$ cat src/rtl/uart_rx_ctrl.sv
`default_nettype none
// ============================================================================
// uart_rx_ctrl : UART receive sequencer (start detect, data/parity/stop sampling)
// Optional macro UART_RX_MAJORITY_EN selects 2-of-3 majority sampling.
// Revision: 1.0
// ============================================================================
module uart_rx_ctrl #(
  parameter int DATA_BITS  = 8,
  parameter int OVERSAMPLE = 16,
  parameter int PARITY_EN  = 1
) (
  input  logic                 clk,
  input  logic                 rst,
  input  logic                 baud_tick,
  input  logic                 rx_in,
  output logic                 sampled_bit,
  output logic                 data_shift_en,
  output logic                 parity_check_en,
  output logic                 stop_check_en,
  output logic [DATA_BITS-1:0] rx_data,
  output logic                 rx_done,
  output logic                 rx_busy,
  output logic                 false_start
);

  localparam int c_cnt_w = $clog2(OVERSAMPLE);
  localparam int c_bit_w = $clog2(DATA_BITS + 1);
`ifdef UART_RX_MAJORITY_EN
  localparam int c_maj_dly = 1;
`else
  localparam int c_maj_dly = 0;
`endif
  // Only START carries the majority offset; later states inherit it through
  // their delayed entry, so every sample stays exactly one bit period apart.
  localparam logic [c_cnt_w-1:0] c_term_start = c_cnt_w'(OVERSAMPLE / 2 - 1 + c_maj_dly);
  localparam logic [c_cnt_w-1:0] c_term_bit   = c_cnt_w'(OVERSAMPLE - 1);
  localparam logic [c_bit_w-1:0] c_last_bit   = c_bit_w'(DATA_BITS - 1);

  typedef enum logic [2:0] {
    S_IDLE   = 3'd0,
    S_START  = 3'd1,
    S_DATA   = 3'd2,
    S_PARITY = 3'd3,
    S_STOP   = 3'd4
  } state_t;

  state_t               r_state;
  state_t               w_next_state;
  logic [c_cnt_w-1:0]   r_tick_cnt;
  logic [c_bit_w-1:0]   r_bit_cnt;
  logic [DATA_BITS-1:0] r_shift;
  logic [c_cnt_w-1:0]   w_term;
  logic                 w_sample_pt;
  logic                 w_sample_val;
  logic                 w_shift_en;
  logic                 w_parity_en;
  logic                 w_stop_en;
  logic                 w_false_start;

`ifdef UART_RX_MAJORITY_EN
  logic r_hist_old;
  logic r_hist_new;

  always_ff @(posedge clk or negedge rst) begin
    if (!rst) begin
      r_hist_old <= 1'b1;
      r_hist_new <= 1'b1;
    end else if (baud_tick) begin
      r_hist_old <= r_hist_new;
      r_hist_new <= rx_in;
    end
  end

  assign w_sample_val = (r_hist_old & r_hist_new) | (r_hist_old & rx_in) | (r_hist_new & rx_in);
`else
  assign w_sample_val = rx_in;
`endif

  assign w_term      = (r_state == S_START) ? c_term_start : c_term_bit;
  assign w_sample_pt = baud_tick && (r_state != S_IDLE) && (r_tick_cnt == w_term);
  assign rx_busy     = (r_state != S_IDLE);

  always_ff @(posedge clk or negedge rst) begin
    if (!rst) begin
      r_state <= S_IDLE;
    end else begin
      r_state <= w_next_state;
    end
  end

  always_comb begin
    w_next_state  = r_state;
    w_shift_en    = 1'b0;
    w_parity_en   = 1'b0;
    w_stop_en     = 1'b0;
    w_false_start = 1'b0;
    case (r_state)
      S_IDLE: begin
        if (baud_tick && !rx_in) begin
          w_next_state = S_START;
        end
      end
      S_START: begin
        if (w_sample_pt) begin
          if (w_sample_val) begin
            w_next_state  = S_IDLE;
            w_false_start = 1'b1;
          end else begin
            w_next_state = S_DATA;
          end
        end
      end
      S_DATA: begin
        if (w_sample_pt) begin
          w_shift_en = 1'b1;
          if (r_bit_cnt == c_last_bit) begin
            w_next_state = (PARITY_EN != 0) ? S_PARITY : S_STOP;
          end
        end
      end
      S_PARITY: begin
        if (w_sample_pt) begin
          w_parity_en  = 1'b1;
          w_next_state = S_STOP;
        end
      end
      S_STOP: begin
        if (w_sample_pt) begin
          w_stop_en    = 1'b1;
          w_next_state = S_IDLE;
        end
      end
      default: begin
        w_next_state = S_IDLE;
      end
    endcase
  end

  // State changes only happen in IDLE or at a sample point, so clearing
  // there also covers every state transition.
  always_ff @(posedge clk or negedge rst) begin
    if (!rst) begin
      r_tick_cnt <= '0;
    end else if (baud_tick) begin
      if ((r_state == S_IDLE) || w_sample_pt) begin
        r_tick_cnt <= '0;
      end else begin
        r_tick_cnt <= r_tick_cnt + c_cnt_w'(1);
      end
    end
  end

  always_ff @(posedge clk or negedge rst) begin
    if (!rst) begin
      r_bit_cnt <= '0;
      r_shift   <= '0;
    end else begin
      if (r_state == S_START) begin
        r_bit_cnt <= '0;
      end else if (w_shift_en) begin
        r_bit_cnt <= r_bit_cnt + c_bit_w'(1);
      end
      if (w_shift_en) begin
        r_shift <= {w_sample_val, r_shift[DATA_BITS-1:1]};
      end
    end
  end

  always_ff @(posedge clk or negedge rst) begin
    if (!rst) begin
      sampled_bit     <= 1'b1;
      data_shift_en   <= 1'b0;
      parity_check_en <= 1'b0;
      stop_check_en   <= 1'b0;
      rx_done         <= 1'b0;
      false_start     <= 1'b0;
      rx_data         <= '0;
    end else begin
      if (w_sample_pt) begin
        sampled_bit <= w_sample_val;
      end
      data_shift_en   <= w_shift_en;
      parity_check_en <= w_parity_en;
      stop_check_en   <= w_stop_en;
      rx_done         <= w_stop_en;
      false_start     <= w_false_start;
      if (w_stop_en) begin
        rx_data <= r_shift;
      end
    end
  end

endmodule
`default_nettype wire
$ cat config.mk
export PLATFORM = sky130hd
export DESIGN_NAME = uart_rx_ctrl
export DESIGN_NICKNAME = d
export VERILOG_FILES = /design/src/rtl/uart_rx_ctrl.sv
export SDC_FILE = /design/constraint.sdc
export NUM_CORES = 1
export LEC_CHECK = 0
export ABC_CLOCK_PERIOD_IN_PS = 1670
export CAP_MARGIN = 20
export CORE_MARGIN = 5
export CORE_UTILIZATION = 48
export CTS_CLUSTER_SIZE = 40
export DETAILED_ROUTE_END_ITERATION = 8
export PLACE_DENSITY = 0.7
export SYNTH_ARGS = -nofsm -noshare
export SYNTH_HDL_FRONTEND = slang
export SYNTH_SLANG_ARGS = --single-unit
$ cat constraint.sdc
create_clock -name clk -period 1.67 [get_ports clk]
set_input_delay 0.334 -clock clk [delete_from_list [all_inputs] [get_ports clk]]
set_output_delay 0.334 -clock clk [all_outputs]
set_load 0.03 [all_outputs]
### Word level (Yosys, flattened, before mapping)

Cells that the tools add are included.

| cells by class | value |
|---|---|
| $add $sub $neg | 2 |
| eq/ne operators | 12 |
| reduce and logical (&&, ||, !) cells | 9 |
| muxes and demuxes | 19 |

Operators with widths:

| kind | count |
|---|---|
| 3-bit two-way mux | 6 |
| 4-bit two-way mux | 4 |
| 3-bit one-hot mux with 5 select lines | 1 |
| 2-bit != test (second input constant) | 6 |
| 4-bit by 1-bit adder with 4-bit output (second input constant) | 2 |
| 1-bit two-way mux | 7 |
| 3-bit by 2-bit == test with 1-bit output (second input constant) | 2 |
| 6-bit AND reduction | 1 |
| 4-bit by 3-bit == test with 1-bit output (second input constant) | 1 |
| 4-bit == test | 1 |
| 3-bit by 1-bit == test with 1-bit output (second input constant) | 1 |
| 3-bit == test (second input constant) | 1 |
| 1-bit logical AND | 3 |
| 3-bit zero test | 1 |
| 3-bit nonzero test | 1 |
| 2-bit two-way mux | 1 |
| 2-bit nonzero test | 1 |
| 1-bit zero test | 1 |
| 1-bit logical OR | 1 |

| storage, ports and cells | value |
|---|---|
| register bits after elaboration | 32 |
| word-level logic and storage cells | 52 |
| output and inout bits | 15 |

### Logic depth before layout (Yosys ltp)

| logic depth | value |
|---|---|
| depth after elaboration | 8 |
| gate-level depth with buffers | 6 |
| mapped depth without buffers | 5 |

### Worst setup path before layout

OpenSTA, ideal clock, no wires.

| timing | value |
|---|---|
| path type | reg-to-reg |
| start | register r_tick_cnt[0] |
| end | register r_shift[2] |
| arrival time | 1.453 ns |
| clock period less this slack | 1.577 ns |
| path slack | 0.093 ns |
| cell stages (with the launch flop) | 6 |
| path through | dfrtp_1 > ha_1 > nand3_1 > nor3_4 > buf_6 > mux2_2 |

| between the ends | value |
|---|---|
| word-level cells in the longest chain between the ends | 4 |

Ends and longest elaborated chain:

| element | line | RTL |
|---|---|---|
| start: declaration | 49 | `logic [c_cnt_w-1:0] r_tick_cnt;` |
| start signal: assignment | 148 | `r_tick_cnt <= r_tick_cnt + c_cnt_w'(1);` |
| 4-bit == test | 80 | `assign w_sample_pt = baud_tick && (r_state != S_IDLE) && (r_tick_cnt == w_term);` |
| 1-bit logical AND | 80 |  |
| 1-bit two-way mux | 114 | `if (w_sample_pt) begin` |
| 1-bit two-way mux | 97 | `case (r_state)` |
| net w_shift_en | 55 | `logic w_shift_en;` |
| end signal: assignment | 164 | `r_shift <= {w_sample_val, r_shift[DATA_BITS-1:1]};` |
| end: declaration | 51 | `logic [DATA_BITS-1:0] r_shift;` |

The timed path passes the listed nets, and every way through them passes these cells.
A chain may end at the register's enable or synchronous reset.

### Worst setup path in the final report

| timing | value |
|---|---|
| start | register r_state[0] |
| end | output rx_busy |

| between the ends | value |
|---|---|
| word-level cells in the longest chain between the ends | 1 |

Ends and longest elaborated chain:

| element | line | RTL |
|---|---|---|
| start: declaration | 47 | `state_t r_state;` |
| start signal: assignment | 87 | `r_state <= w_next_state;` |
| 3-bit nonzero test | 81 | `assign rx_busy = (r_state != S_IDLE);` |
| end: declaration | 22 | `output logic rx_busy,` |

Every way passes these cells.

==> flow_summary.json <==
{
  "wire_per_inst_um": 15.37,
  "async_flop_share": 1.000,
  "clock-root-buffer": "clkbuf_4",
  "grt_max_degree": 14,
  "synth_cell_types": 35,
  "finalCritPeriodShare": 0.9873,
  "cp-start-kind": "register",
  "startpoint": "r_state[0]",
  "grt_pass1_vias": 1051,
  "hold_violations": 0,
  "power_density_nw_per_um2": 1137,
  "areaGrowthSynthToFinish_pct": 30.79,
  "fin_setup_tns_ns": 0,
  "start_util": 0.5100,
  "die_x_um": 64.82,
  "holdCritPathClass": "in2async",
  "slew_violations": 0,
  "dr.pass1.iters": 4,
  "ff2ff_path_depth": 7,
  "fin_nets": 160,
  "die_area_um2": 4202,
  "post-place-ws_ns": -0.2682,
  "r2r_end": "r_bit_cnt[1]",
  "ys_seq_elements": 32,
  "drive_above_1_share": 0.3871,
  "drtIter0Drc": 32,
  "synth_edf_count": 0,
  "crit_path_end_kind": "output pin",
  "gp_congestion": 0.7975,
  "slew_headroom": 0.7520,
  "ys_seq_area_frac": 0.5559,
  "worstPathMaxFanout": 2,
  "die_h_um": 64.82,
  "reg2reg_from": "r_state[0]",
  "path_clk_slew_ns": 0.10,
  "syn_avg_cell_area_um2": 12.77,
  "cts_tree": "done",
  "arrival_ns": 1.31,
  "cts_max_level": 2,
  "fmax_mhz": 606.5,
  "total_power_w": 0.002145,
  "crit_type": "reg2out",
  "clockBufferDepth": 2,
  "core_um2": 2829,
  "rows": 19,
  "maxCapViolations": 0,
  "synth_cells": 113,
  "drcViolationCount": 0,
  "yosysWarnings": 0,
  "period_needed_ns": 1.649,
  "io_pins": 19,
  "io_buffers": 18,
  "clock-sinks": 32,
  "clk_latency_ns": 0.33,
  "wirelength_um": 2858,
  "cts_buffers": 5,
  "reg2reg_slack_ns": 0.02,
  "ir_drop_mv": 0.7348,
  "grt_use_total": 0.1557,
  "synth_flop_cell": "dfrtp_1",
  "postCtsHoldBufs": 0,
  "grt_setup_unrepaired": "yes",
  "skew_ns": 0.005472,
  "synth_nets": 119,
  "setup-violations-final": 0,
  "diodes": 0,
  "hpwl_um": 1944,
  "num_vias": 1000,
  "drtAntennaViolNets": 0,
  "outcome": "finished clean",
  "synth.largest_area_cell": "dfrtp_1",
  "worst_pin_slew_ns": 0.3708,
  "synthesis.area_um2": 1443,
  "antenna_found_initial": 0,
  "grt_pass1_wl_um": 4919,
  "power.leakage_nw": 0.9621,
  "holdWs_ns": 0.2688,
  "required_ns": 1.34,
  "grt.overflow.total": 0,
  "fin_ws_ns": 0.02120,
  "synth_top_area_frac": 0.5377,
  "viasPerCell": 5.376,
  "synth_area_leaders": "dfrtp_1, mux2_2, buf_4"
}
## power by group
part           switching, W  internal, W
Sequential        0.0000733     0.000859
Combinational      0.000367     0.000372
Clock              0.000268     0.000206
Total              0.000708      0.00144
## per-stage QoR
step	instances	util	instance area [um^2]
5_1_grt	186	0.6670	1887
2_1_floorplan	113	-	1443
4_1_cts	181	0.6369	1802
6_report	186	0.6670	1887
3_5_place_dp	173	0.6205	1755
3_3_place_gp	173	0.6205	1755
## cell families (layout without fill, tap and decap cells)
logic type                 Yosys count  count (layout)  share of synthesized area
buffers and inverters               12              54                    0.05290
muxes                               20              20                     0.1535
xor gates and xnor gates             3               3                    0.01822
AOI/OAI and AO/OA                   13              13                    0.05985
adders and majority gates            2               2                    0.01734
and+or+nand+nor                     31              31                     0.1423
DFF                                 32              32                     0.5559
## layout make-up
cell class	instances	area, um^2
Clock buffer	7	55.05
Clock inverter	1	7.507
Fill cell	231	942.2
Inverter	4	15.01
Multi-Input combinational cell	69	593.1
Sequential cell	32	802.0
Tap cell	31	38.79
Timing Repair Buffer	42	375.4
## critical path: stages, from the launching register on
cell     delay [ns]
dfrtp_1        0.41
buf_4          0.15
nor3_4         0.20
inv_2          0.06
buf_2          0.17
## worst max-delay path by stage
| stage | endpoint | slack (ns) | cells after the start |
|---|---|---|---|
| 6_report | rx_busy | 0.02 | 4 |
| 5_1_grt | rx_busy | -0.04 | 4 |
| 4_1_cts | rx_busy | -0.03 | 3 |
| 3_5_place_dp | r_state[0] | -0.27 | 5 |
| 3_3_place_gp | r_state[0] | -0.24 | 5 |
| 2_1_floorplan | r_shift[2] | 0.09 | 5 |
## cell usage after synthesis (2+ instances only)
| cell | number |
|---|---|
| nand3_1 | 2 |
| ha_1 | 2 |
| dfrtp_1 | 31 |
| mux2i_1 | 3 |
| inv_1 | 3 |
| buf_4 | 6 |
| nand2b_1 | 3 |
| o21ai_0 | 4 |
| xnor2_1 | 3 |
| a31oi_1 | 3 |
| nor2_1 | 6 |
| nand4_1 | 2 |
| nand2_1 | 7 |
| mux2_2 | 17 |
## registers in the layout (all words and copies together), names as in the netlist
signal / count
rx_done: 1
r_tick_cnt: 4
false_start: 1
r_state: 3
rx_data: 8
sampled_bit: 1
data_shift_en: 1
parity_check_en: 1
r_bit_cnt: 4
r_shift: 8
## metal layers
metal | track usage | vias to the layer above | wire length, um
met5 | 0 | - | 0
met4 | 0.07124 | 0 | 53
met3 | 0.05181 | 6 | 141
met2 | 0.2542 | 26 | 1411
met1 | 0.1866 | 487 | 1252
li1 | - | 481 | -
## timing repair
action / 4_1_cts / 5_1_grt
endpoints found under the hold margin: 0 / 0
resized for setup: 17 / 10
gates cloned: 0 / 1
pin swaps: 1 / 2
endpoints found under the setup margin: 15 / 12
buffers inserted: 0 / 4
## layout by cell type (no fill, tap or decap), types with 2 or more instances in the layout
| cell | instances |
|---|---|
| clkdlybuf4s50_1 | 3 |
| buf_6 | 2 |
| a31oi_1 | 3 |
| nor3_4 | 2 |
| mux2i_1 | 3 |
| dlygate4sd2_1 | 14 |
| buf_4 | 20 |
| dfrtp_1 | 31 |
| nor2_1 | 6 |
| nand2b_1 | 3 |
| nand2_1 | 7 |
| xnor2_1 | 3 |
| inv_1 | 3 |
| clkbuf_4 | 5 |
| mux2_2 | 17 |
| nand4_1 | 2 |
| o21ai_0 | 4 |
(Power assumes the default switching activity.)
==> edit 1 (same flow settings) <==
Set the parameter `PARITY_EN` to 0 (it was 1).
--- a/src/rtl/uart_rx_ctrl.sv
+++ b/src/rtl/uart_rx_ctrl.sv
@@ -8,5 +8,5 @@
   parameter int DATA_BITS  = 8,
   parameter int OVERSAMPLE = 16,
-  parameter int PARITY_EN  = 1
+  parameter int PARITY_EN  = 0
 ) (
   input  logic                 clk,
Check against the original RTL: no difference found for any inputs over 10 cycles, from zero or initial values and one cycle with rst low; that may be too few to reach the edited logic, so the function may still have changed.
==> edit 1 against the original RTL <==
Worst setup slack gained 0.011 ns; sequential cell count unchanged; area after synthesis decreased by 1.5%; via count up 8.7%; sequential power increased by 5.7%; wire length down 2.9%; combinational power is 48% lower; global-route usage shrank 0.20 points; clock skew is 0.0084 ns higher; count of clock-buffer cells in the layout shrank 2; fmax grew 0.68%; total power shrank 8.9%; cell area down 3.8%; largest cell class unchanged; highest routed layer unchanged.
==> edit 1: results (changes against the original RTL) <==
Outcome:
- The flow ran to the end, and the final reports show no timing, DRC or antenna violations.

Finish:
- The fraction of layout instances using a drive strength above 1 is 25.4% (-13 points).
- The number of inserted filler cells in the final layout is 228 (-1.3%).
- The final antenna diode count is 0 (unchanged).
- In the final layout, the registers with the most flip-flops are r_shift: 8 flops, rx_data: 8 flops.
- The filler-free cell count of the finished design is 200 (+7.5%).
- The net count reported at finish is 174 (+8.8%).

Power and ir drop:
- The peak supply drop is 0.000635 V (-14%).
- The static leakage is 0.933 nW (-3.1%).

Place:
- The placed standard-cell area is 1700 sq um (-3.0%).
- The weighted congestion reported at the end of routability-driven placement is 0.895 (+12%).
- The pre-CTS worst setup slack is -0.208 ns (+0.0599 ns).
- The port buffer count is 18 (unchanged).
- The cell count after placement is 191 (+10%).
- The detailed-placement wirelength estimate came to 1930 microns (-0.58%).

Global route:
- The met1 layer usage reported by global route is 20.9% (+2.3 points).
- The overall fraction of global-route tracks in use came to 15.4% (-0.20 points).
- The pin count of the biggest net entering global routing is 33 (+19).
- The global-route wire length before repair is 4920 microns (unchanged).
- The global routing usage on met2 was 22.6% (-2.9 points).
- The global routing met3 resource utilization is 5.18% (unchanged).

Critical path:
- The biggest fanout along the worst timing path came to 6 (+4).
- The largest stage delay on the critical path is 0.43 ns (+0.02 ns).
- The highest-delay cell along the critical path is dfrtp_1.

Hold path:
- The path class of the lowest-slack min-delay path is input port to asynchronous set/reset pin.

Clock network:
- The worst-skew pair later-pin latency is around 0.34 ns.
- After clock tree synthesis, the clock-pin slew on the worst setup and hold paths is around 0.11 ns.
- The number of H-tree levels is 2 (unchanged).
- The total CTS buffers is 5 (unchanged).
- The tree is rooted in a clkbuf_4.
- The buffer depth of the longest clock path is 2 (unchanged).

Logic synthesis:
- The most used flip-flop cell after synthesis is dfrtp_1.
- The count of yosys warnings during synthesis is 0 (unchanged).
- The share of flip-flops with an asynchronous set or reset is 100% (unchanged).
- The sequential cell area fraction in the yosys report came to 56.4% (+0.83 points).
- The post-synthesis cell count came to 136 (+20%).
- Counting instances in the post-synthesis netlist gives the leading cell types as dfrtp_1, nand2_1, mux2_2, nor2_1, o21ai_0.
- Yosys attributes the largest share of cell area to dfrtp_1, nand2_1, mux2_2, o21ai_0, nor2_1.
- The post-synth net total is 142 (+19%).
- The count of unique library cells instantiated by Yosys is 33 (-5.7%).

Timing:
- The worst max-slew margin expressed relative to the limit is 73.5% (-1.7 points).
- The worst clock skew is 0.0139 ns (+0.00840 ns).

Routing:
- The number of iterations in the first detailed-routing pass came to 4 (unchanged).
- The number of vias in the routed layout came to 1,087 (+8.7%).
- The number of DRC markers in iteration 0 is 86 (+170%).
- The detailed-route wire length was 2780 microns (-2.9%).
edit 1: changes by cell type in the layout (fill, tap and decap cells not counted), moves of 3 or more:
cell      change
buf_4         -6
mux2_2        -9
mux2i_1       -3
nand2_1      +22
nand2b_1      -3
nand3_1       +4
edit 1: critical path: cells and delay by family, from the launching register on:
family / cells / cell delay (ns)
flops: 1 / 0.43
buf+inv: 1 / 0.15
simple gates: 3 / 0.88
compound gates: 1 / 0.11
edit 1: layout make-up:
class	count	area, sq um	share of cell area [%]
flip-flops and latches	32	802	44.2
inverters	6	22.5	1.24
clock inverters	3	42.5	2.34
multi-input cells	91	603	33.2
clock buffers	5	37.5	2.07
repair buffers	32	269	14.8
well taps	31	38.8	2.14
edit 1: worst paths after layout:
path / from / slack, ns / depth (start not counted) / end
min in group clk: r_shift[3]$_DFFE_PN0P_ / 0.50 / 2 / r_shift[2]$_DFFE_PN0P_
hold reg to reg: r_shift[3]$_DFFE_PN0P_ / 0.50 / 2 / r_shift[2]$_DFFE_PN0P_
setup reg to reg: r_state[2]$_DFFE_PN0P_ / 0.03 / 5 / r_bit_cnt[3]$_DFFE_PN0P_
max in group asynchronous: rst / 0.95 / 2 / sampled_bit$_DFFE_PN1P_
setup / recovery: r_state[2]$_DFFE_PN0P_ / 0.03 / 5 / r_bit_cnt[3]$_DFFE_PN0P_
hold / removal: rst / 0.38 / 2 / r_state[1]$_DFFE_PN0P_
edit 1: per-layer routing:
layer / wire [microns] / vias up / part of all wire, %
met2: 1350 / 22 / 49
met5: 0 / - / 0
met4: 19 / 0 / 0.68
li1: - / 530 / -
met1: 1300 / 533 / 47
met3: 109 / 2 / 3.9
edit 1: timing repair:
| item | CTS | global route |
|---|---|---|
| hold buffers | 0 | 0 |
| buffers inserted | 0 | 1 |
| hold endpoints to repair | 0 | 0 |
| gates resized for setup | 19 | 13 |
| pin swaps | 1 | 3 |
| endpoints found under the setup margin | 16 | 2 |
edit 1: power breakdown:
group          leakage [nW]  switching (mW)  internal (mW)  total, mW
clock                0.0412           0.274          0.312      0.585
combinational         0.462           0.215          0.168      0.383
sequential            0.430           0.119          0.866      0.985
total                 0.933           0.607           1.35       1.95
edit 1: cells by family after synthesis:
kind of cell	synth area share, %
and+or+nand+nor	20.6
buffers and inverters	4.05
xor gates and xnor gates	1.85
muxes	6.34
DFF	56.4
AOI/OAI and AO/OA	8.98
adders and majority gates	1.76
==> edit 2 (same flow settings) <==
Without the edit above. The 5 states of `state_t` get a Gray code encoding in 3 bits.
--- a/src/rtl/uart_rx_ctrl.sv
+++ b/src/rtl/uart_rx_ctrl.sv
@@ -38,9 +38,9 @@
 
   typedef enum logic [2:0] {
-    S_IDLE   = 3'd0,
-    S_START  = 3'd1,
-    S_DATA   = 3'd2,
-    S_PARITY = 3'd3,
-    S_STOP   = 3'd4
+    S_IDLE   = 3'b000,
+    S_START  = 3'b001,
+    S_DATA   = 3'b011,
+    S_PARITY = 3'b010,
+    S_STOP   = 3'b110
   } state_t;
 
Check against the original RTL: no difference found for any inputs over 10 cycles, from zero or initial values and one cycle with rst low; not proved beyond that.
==> edit 2 against the original RTL <==
Total power shrank 12%; utilization shrank 1.9 points; worst setup slack gained 0.011 ns; wire length grew 5.2%; sequential share of layout area shrank 1.3 points; sequential cell count is the same; critical path depth is the same; cell area grew 3.1%; area after synthesis grew 2.9%; critical endpoint unchanged; largest power group unchanged; highest routed layer unchanged.
==> edit 2: results (changes against the original RTL) <==
Global route:
- The number of global-route vias before repair came to 1,118 (+6.4%).
- The met1 layer usage reported by global route is 16.6% (-2.0 points).
- The pin count of the biggest net entering global routing is 33 (+19).
- The overall fraction of global-route tracks in use came to 15.1% (-0.44 points).
- The global routing usage on met2 is 26.7% (+1.2 points).
- The global routing met3 resource utilization is 4.27% (-0.91 points).
- The global-route wire length before repair is 4950 microns (+0.57%).

Logic synthesis:
- The area share of fa/ha/maj cells after synthesis is 1.68% (-0.050 points).
- The post-synthesis cell count is 124 (+9.7%).
- The multiplexer share of the synthesized area is 13.1% (-2.2 points).
- The xor-xnor portion of the synthesized cell area is 0% (-1.8 points).
- The count of unique library cells instantiated by Yosys is 38 (+8.6%).
- The compound-gate portion of the synthesized area is 7.33% (+1.3 points).
- Sorting the synthesized cells by area gives the leading types as dfrtp_1, mux2_1, nand3_1, nand2_1, dfstp_2.
- The sequential cell area fraction in the yosys report is 54.0% (-1.6 points).

Place:
- The placed standard-cell area is 1800 sq um (+2.4%).

Critical path:
- The startpoint of the worst register-to-register path is r_tick_cnt[0]$_DFFE_PN0P_.
- The reg2reg setup slack is 0.04 ns (+0.02 ns).
- In this run the critical register-to-register path is captured at r_shift[6]$_DFFE_PN0P_.

Power and ir drop:
- The peak supply drop is 0.000845 V (+15%).

Routing:
- The length of routed met3 wiring is 123 microns (-13%).
- The number of DRC markers in iteration 0 was 9 (-72%).
- The wire length the detailed router placed on met1 is 1230 microns (-1.8%).
- The detailed-route wire length is 3010 microns (+5.2%).

Finish:
- The filler-free cell count of the finished design came to 195 (+4.8%).
- The proportion of cell area occupied by multi-input gates is 33.5% (+2.1 points).
- The fraction of layout instances using a drive strength above 1 is 25.9% (-13 points).
- The summed area of non-filler cells in the final layout is 1950 sq um (+3.1%).
- The number of buffers outside the clock class in the layout is 37 (-12%).
- The net count reported at finish is 167 (+4.4%).

Outcome:
- The run finished with clean final reports.

Timing:
- The measured slew at the worst slew-check pin is 0.400 ns (+0.0290 ns).

Clock network:
- The number of instances resized during post-cts repair came to 18 (+1).
-- edit 2: changes by cell type in the layout (fill, tap and decap cells not counted), sizes merged, moves of 2 or more --
cell | before | now
a221o | 0 | 2
nor4 | 0 | 3
clkbuf | 8 | 5
buf | 24 | 20
nor2b | 0 | 3
o21ai | 4 | 1
a31oi | 3 | 0
and3 | 1 | 3
xnor2 | 3 | 0
nand3 | 2 | 9
mux2i | 3 | 0
a21oi | 1 | 3
-- edit 2: report_power, final --
| group | leakage [nW] | internal, mW | switching, mW |
|---|---|---|---|
| Combinational | 0.508 | 0.208 | 0.195 |
| Sequential | 0.426 | 0.845 | 0.0673 |
| Clock | 0.0412 | 0.312 | 0.266 |
-- edit 2: metrics by stage --
step	worst slack, ns	power (mW)	setup TNS [ns]	hold slack [ns]
floorplan	0.00717	1.13	0	0.0384
global placement	-0.168	1.23	-3.08	0.473
detailed placement	-0.222	1.24	-3.66	0.480
CTS	0.0115	1.83	0	0.349
global route	-0.0200	2.01	-0.0485	0.333
finish	0.0323	1.89	0	0.349
